--- config.mk ---
export PLATFORM = sky130hd
export DESIGN_NAME = button_conditioner
export DESIGN_NICKNAME = d
export VERILOG_FILES = /design/src/rtl/button_conditioner.sv
export SDC_FILE = /design/constraint.sdc
export NUM_CORES = 1
export LEC_CHECK = 0
export BUFFER_PORTS_ARGS = -buffer_cell sky130_fd_sc_hd__buf_2
export CAP_MARGIN = 20
export CELL_PAD_IN_SITES_DETAIL_PLACEMENT = 1
export CELL_PAD_IN_SITES_GLOBAL_PLACEMENT = 2
export CORE_MARGIN = 2
export CORE_UTILIZATION = 39
export DETAILED_ROUTE_END_ITERATION = 8
export PLACE_DENSITY_LB_ADDON = 0.1
export SETUP_SLACK_MARGIN = 0.2
export SYNTH_ARGS = -nofsm -noshare
export SYNTH_HDL_FRONTEND = slang
export SYNTH_SLANG_ARGS = --single-unit
--- constraint.sdc ---
create_clock -name CLK100MHZ -period 2.8 [get_ports CLK100MHZ]
set_input_delay 0.56 -clock CLK100MHZ [delete_from_list [all_inputs] [get_ports CLK100MHZ]]
set_output_delay 0.56 -clock CLK100MHZ [all_outputs]
set_load 0.02 [all_outputs]
--- src/rtl/button_conditioner.sv ---
// -----------------------------------------------------------------------------
// button_conditioner
//
// Conditions N_CH raw push-button inputs. Each channel has its own independent
// pipeline:
//   2-flop synchronizer -> polarity normalisation -> debounce counter ->
//   edge pulses -> auto-repeat FSM.
//
// Ports
//   CLK100MHZ   in   1     single clock, all state updates on the rising edge
//   gameReset   in   1     synchronous, active-high reset
//   pb_raw      in   N_CH  asynchronous raw button inputs
//   pb_level    out  N_CH  debounced level, 1 = pressed (independent of ACTIVE_LOW)
//   pb_press    out  N_CH  one-cycle pulse when pb_level rises
//   pb_release  out  N_CH  one-cycle pulse when pb_level falls
//   pb_repeat   out  N_CH  one-cycle auto-repeat pulse while the button is held
//
// Parameters
//   ACTIVE_LOW  1: raw 0 means pressed; 0: raw 1 means pressed
//   DB_CYCLES   consecutive disagreeing samples needed to flip pb_level (>= 1)
//   RPT_DELAY   clocks from pb_press to the first pb_repeat (>= 1)
//   RPT_PERIOD  clocks between later pb_repeat pulses (>= 1)
//   RPT_MASK    per-channel auto-repeat enable
//
// Every output is taken straight from a flop; there is no combinational path
// from pb_raw to any output.
// -----------------------------------------------------------------------------
module button_conditioner #(
  parameter int              N_CH       = 3,
  parameter bit              ACTIVE_LOW = 1'b1,
  parameter int              DB_CYCLES  = 1_000_000,
  parameter int              RPT_DELAY  = 50_000_000,
  parameter int              RPT_PERIOD = 10_000_000,
  parameter logic [N_CH-1:0] RPT_MASK   = {N_CH{1'b1}}
) (
  input  logic            CLK100MHZ,
  input  logic            gameReset,
  input  logic [N_CH-1:0] pb_raw,
  output logic [N_CH-1:0] pb_level,
  output logic [N_CH-1:0] pb_press,
  output logic [N_CH-1:0] pb_release,
  output logic [N_CH-1:0] pb_repeat
);

  localparam int RPT_MAX = (RPT_DELAY > RPT_PERIOD) ? RPT_DELAY : RPT_PERIOD;
  localparam int DB_W    = $clog2(DB_CYCLES + 1);
  localparam int RPT_W   = $clog2(RPT_MAX + 1);

  localparam logic [DB_W-1:0]  DB_LAST    = DB_W'(DB_CYCLES - 1);
  localparam logic [RPT_W-1:0] RPT_D_LAST = RPT_W'(RPT_DELAY - 1);
  localparam logic [RPT_W-1:0] RPT_P_LAST = RPT_W'(RPT_PERIOD - 1);

  // Raw value of a button that is not being pressed.
  localparam logic RAW_IDLE = ACTIVE_LOW ? 1'b1 : 1'b0;

  typedef enum logic [1:0] {
    ST_IDLE,
    ST_DELAY,
    ST_PERIOD
  } rpt_state_e;

  for (genvar ch = 0; ch < N_CH; ch++) begin : g_ch
    logic             sync1_q;
    logic             sync2_q;
    logic             sync_n;
    logic [DB_W-1:0]  db_cnt_q;
    logic [DB_W-1:0]  db_cnt_d;
    logic             level_q;
    logic             level_d;
    logic             press_d;
    logic             release_d;
    logic             press_q;
    logic             release_q;
    rpt_state_e       state_q;
    logic [RPT_W-1:0] rpt_cnt_q;
    logic             repeat_q;

    // Synchronized sample normalised so that 1 always means pressed.
    assign sync_n = ACTIVE_LOW ? ~sync2_q : sync2_q;

    // Debounce: the counter measures how long the synchronized input has
    // disagreed with the debounced level; any agreement restarts it.
    // NOTE: every variable written here gets a default first, so no path
    // leaves one unassigned and no latch is inferred.
    always_comb begin
      db_cnt_d = '0;
      level_d  = level_q;
      if (sync_n != level_q) begin
        if (db_cnt_q == DB_LAST) begin
          level_d = ~level_q;
        end else begin
          db_cnt_d = db_cnt_q + DB_W'(1);
        end
      end
      // Pulses are computed from the next level so they line up with it.
      press_d   = level_d & ~level_q;
      release_d = ~level_d & level_q;
    end

    // NOTE: flops are updated with non-blocking assignments so every register
    // samples the pre-edge value of its neighbours (the synchronizer chain
    // depends on this).
    always_ff @(posedge CLK100MHZ) begin
      if (gameReset) begin
        // Synchronizer loads the released value so leaving reset never looks
        // like a release or a spurious press.
        sync1_q   <= RAW_IDLE;
        sync2_q   <= RAW_IDLE;
        db_cnt_q  <= '0;
        level_q   <= 1'b0;
        press_q   <= 1'b0;
        release_q <= 1'b0;
      end else begin
        sync1_q   <= pb_raw[ch];
        sync2_q   <= sync1_q;
        db_cnt_q  <= db_cnt_d;
        level_q   <= level_d;
        press_q   <= press_d;
        release_q <= release_d;
      end
    end

    // Auto-repeat FSM. It follows the next debounced level, so a release in
    // the cycle a repeat falls due sends the FSM to IDLE and drops that pulse.
    always_ff @(posedge CLK100MHZ) begin
      if (gameReset || !RPT_MASK[ch] || !level_d) begin
        state_q   <= ST_IDLE;
        rpt_cnt_q <= '0;
        repeat_q  <= 1'b0;
      end else if (press_d) begin
        state_q   <= ST_DELAY;
        rpt_cnt_q <= '0;
        repeat_q  <= 1'b0;
      end else begin
        repeat_q <= 1'b0;
        case (state_q)
          ST_DELAY: begin
            if (rpt_cnt_q == RPT_D_LAST) begin
              repeat_q  <= 1'b1;
              rpt_cnt_q <= '0;
              state_q   <= ST_PERIOD;
            end else begin
              rpt_cnt_q <= rpt_cnt_q + RPT_W'(1);
            end
          end
          ST_PERIOD: begin
            if (rpt_cnt_q == RPT_P_LAST) begin
              repeat_q  <= 1'b1;
              rpt_cnt_q <= '0;
            end else begin
              rpt_cnt_q <= rpt_cnt_q + RPT_W'(1);
            end
          end
          default: begin
            state_q   <= ST_IDLE;
            rpt_cnt_q <= '0;
          end
        endcase
      end
    end

    assign pb_level[ch]   = level_q;
    assign pb_press[ch]   = press_q;
    assign pb_release[ch] = release_q;
    assign pb_repeat[ch]  = repeat_q;
  end

endmodule

==> run_results.csv <==
group,metric,value,unit
status,outcome,"complete, but fails checks",
status,violations,"design-rule violations",
logic_synthesis,synth_edf_count,0,
pwr,p_leak,2.54,nW
logic_synthesis,ys_top_cells_by_count,"nor2_1, dfxtp_1, xor2_1",
route,drc,1,
route,wirelength,15.8,mm
final_layout,drive_gt1_share,9.00,%
setup_path,rrSetupSlack,0.35,ns
floorplanning,die_w,140,microns
setup_path,rr_endpoint,"g_ch[1].rpt_cnt_q[21]",
logic_synthesis,syn-num-nets,835,
clocking,htreeDepth,4,
clocking,cts.reportedPaths.clkPinSlew,0.06,ns
pwr,p_per_area,587,mW/mm^2
logic_synthesis,ys.flop_type,"dfxtp_1",
final_layout,final_area,0.00808,sq mm
place,io_buffers,16,
timing,slew_violations,0,
route,dr.pass1.iters,7,
final_layout,area_growth,11.7,%
timing,final-hold-violation-count,0,
route,num_vias,5558,
floorplanning,io_pins,17,
clocking,cts_sinks,162,
setup_path,worstPathBufferInverterCount,0,
setup_path,worstPathArrival,2.75,ns
clocking,cts_buffer_depth,2,
final_layout,antenna_cells,0,
flow_run,cap_violations,0,
floorplanning,die_h,140,microns
place,dpl-instance-area,0.00745,sq mm
pwr,vdd_ir_drop_max,0.380,mV
global_routing,grt_pass1_vias,5799,
setup_path,slowest_stage,"or4_4",
clocking,cts-buffers-inserted,17,
logic_synthesis,synth_area,0.00723,sq mm
global_routing,grt_overflow_total,0,
clocking,clkLatencyLatePin,0.43,ns
place,hpwl,11.2,mm
logic_synthesis,ys_ff_latch,162,
global_routing,grt_max_degree,27,
min_path,worstHoldStart,"pb_raw[1]",
setup_path,worst-setup-path-type,"reg -> reg",
min_path,worst_hold_path_type,"in -> reg",
setup_path,critical_path.startpoint_type,"flop",
setup_path,worstPathCellList,"or4b_1, or4_4, o21ai_0, a221o_4, nor2_1",
timing,tns,0,ns
logic_synthesis,syn_inst,818,
setup_path,cpPeakStageDelay,0.57,ns
timing,fmax,407,MHz
logic_synthesis,async_flop_share,0,%
logic_synthesis,synthTopCellsByArea,"dfxtp_1, nor2_1, xor2_1",
timing,slew_headroom,45.1,%
min_path,holdPathEnd,"g_ch[1].sync1_q",
setup_path,critPathRequiredTime,3.10,ns
logic_synthesis,yosysSeqAreaShare,44.9,%
clocking,root_buffer,"clkbuf_16",
timing,min_period_over_period,87.7,%
floorplanning,fp-row-count,49,
timing,rsz0062_at_grt,"no",
global_routing,grt_pass1_wl,27.7,mm
logic_synthesis,synth_top_area_cell,"dfxtp_1",
global_routing,grt_use_total,17.1,%
route,wl_per_cell,14.7,microns
final_layout,nNetsFinal,848,
pwr,power,4.74,mW
place,gp_congestion,0.784,
logic_synthesis,synth.yosys.warnings,0,
logic_synthesis,yosys.cell_types.count,54,
floorplanning,dieArea,0.0196,sq mm
timing,setup_viol,0,
clocking,holdBufCountCts,0,
route,drtIter0Drc,223,
logic_synthesis,avgSynthCellArea,8.84,sq um
clocking,cts_tree,"yes",
floorplanning,core_area,0.0181,sq mm
route,via_per_inst,5.18,
setup_path,worstPathMaxFanout,26,
timing,period_needed,2.45,ns
logic_synthesis,synth_top_area_share,44.9,%
setup_path,reg2regPathDepth,5,
global_routing,antenna_found_initial,0,
logic_synthesis,synth.most_common_cell,"nor2_1",
min_path,holdPathStages,2,
setup_path,endpoint_kind,"flop",
timing,worstMarginPinSlew,0.817,ns
setup_path,reg2reg_from,"g_ch[1].rpt_cnt_q[18]",
route,drtAntennaViolNets,0,
timing,clock_skew,0.00874,ns
floorplanning,start_util,40.0,%
setup_path,timing.critical_path.max_delay_family,"simple AND/OR/NAND/NOR gates",
==> registers in the layout, summed over array words and instances, names as in the netlist <==
signal	cells
g_ch.db_cnt_q	60
g_ch.rpt_cnt_q	78
g_ch.sync1_q	3
g_ch.state_q	6
g_ch.repeat_q	3
g_ch.press_q	3
g_ch.release_q	3
g_ch.level_q	3
g_ch.sync2_q	3
==> per-layer routing <==
metal / vias up / routed length, microns / track usage, %
li1: 2789 / - / -
met1: 2715 / 7380 / 20.9
met2: 36 / 7800 / 29.4
met3: 18 / 408 / 4.55
met4: 0 / 186 / 5.58
met5: - / 0 / 0
==> layout make-up <==
| type | instances | area (sq um) |
|---|---|---|
| inverter | 28 | 105 |
| timing repair buffer | 29 | 178 |
| clock inverter | 12 | 156 |
| fill | 2133 | 10000 |
| multi-input combinational | 593 | 3650 |
| tap | 229 | 287 |
| clock buffer | 20 | 457 |
| sequential | 162 | 3240 |
==> placed cells by master, fill, tap and decap left out, types with 4 or more instances in the layout <==
cell type   count
nor4b_1         8
o21ai_0         4
or3_1           5
nor3b_1         5
clkinvlp_4      4
ha_1           12
a21oi_1         7
xor2_1         68
inv_1          28
nor4_1         18
dfxtp_1       162
clkbuf_16      17
nand2_1        42
and2_1          4
nor3_1         22
or2_2           7
and3_1         19
buf_2          16
nor2_1        170
nand4_1        33
nand3_1        54
and4_1         13
xnor2_1        59
buf_4          13
==> worst max path at each step <==
stage / from / endpoint / slack [ns] / cells past startpoint
floorplan: g_ch[1].rpt_cnt_q[18] / g_ch[1].rpt_cnt_q[7] / 0.62 / 7
global placement: g_ch[1].rpt_cnt_q[18] / g_ch[1].rpt_cnt_q[12] / 0.38 / 5
finish: g_ch[1].rpt_cnt_q[18] / g_ch[1].rpt_cnt_q[21] / 0.35 / 5
global route: g_ch[2].rpt_cnt_q[0] / g_ch[2].rpt_cnt_q[9] / 0.27 / 7
detailed placement: g_ch[1].rpt_cnt_q[16] / g_ch[1].rpt_cnt_q[7] / 0.26 / 5
CTS: g_ch[1].rpt_cnt_q[18] / g_ch[1].rpt_cnt_q[7] / 0.25 / 5
==> where the power goes <==
group          internal, mW  switching, mW  leakage, nW
clock network          1.45          0.948        0.289
logic               0.00936         0.0151        0.950
registers              2.31        0.00453         1.31
==> worst reg2reg max path: stages, from the launching register on <==
cell,delay (ns)
dfxtp_1,0.34
or4b_1,0.53
or4_4,0.57
o21ai_0,0.36
a221o_4,0.42
nor2_1,0.11
==> per-stage QoR <==
step	util [%]	hold WS [ns]	std cells	setup slack, ns
finish	44.7	0.318	1073	0.345
global route	44.7	0.296	1073	0.275
CTS	44.6	0.294	1073	0.249
detailed placement	41.2	0.398	1041	0.262
global placement	41.2	0.398	1041	0.376
floorplan	-	0.389	818	0.624
==> cell families after synthesis <==
family	share of synthesized area, %
AND/OR/NAND/NOR	29.7
adder cells (fa/ha/maj)	2.08
multiplexers	0.277
XOR/XNOR	15.4
flip-flops	44.9
AO/OA/AOI/OAI	2.92
buffers and inverters	4.78
==> repair_timing <==
item / in CTS / in global routing
resized for setup: 0 / 1
setup buffers: 0 / 0
endpoints found under the setup margin: 0 / 13
No activity file was read; power rests on OpenSTA's default activity.
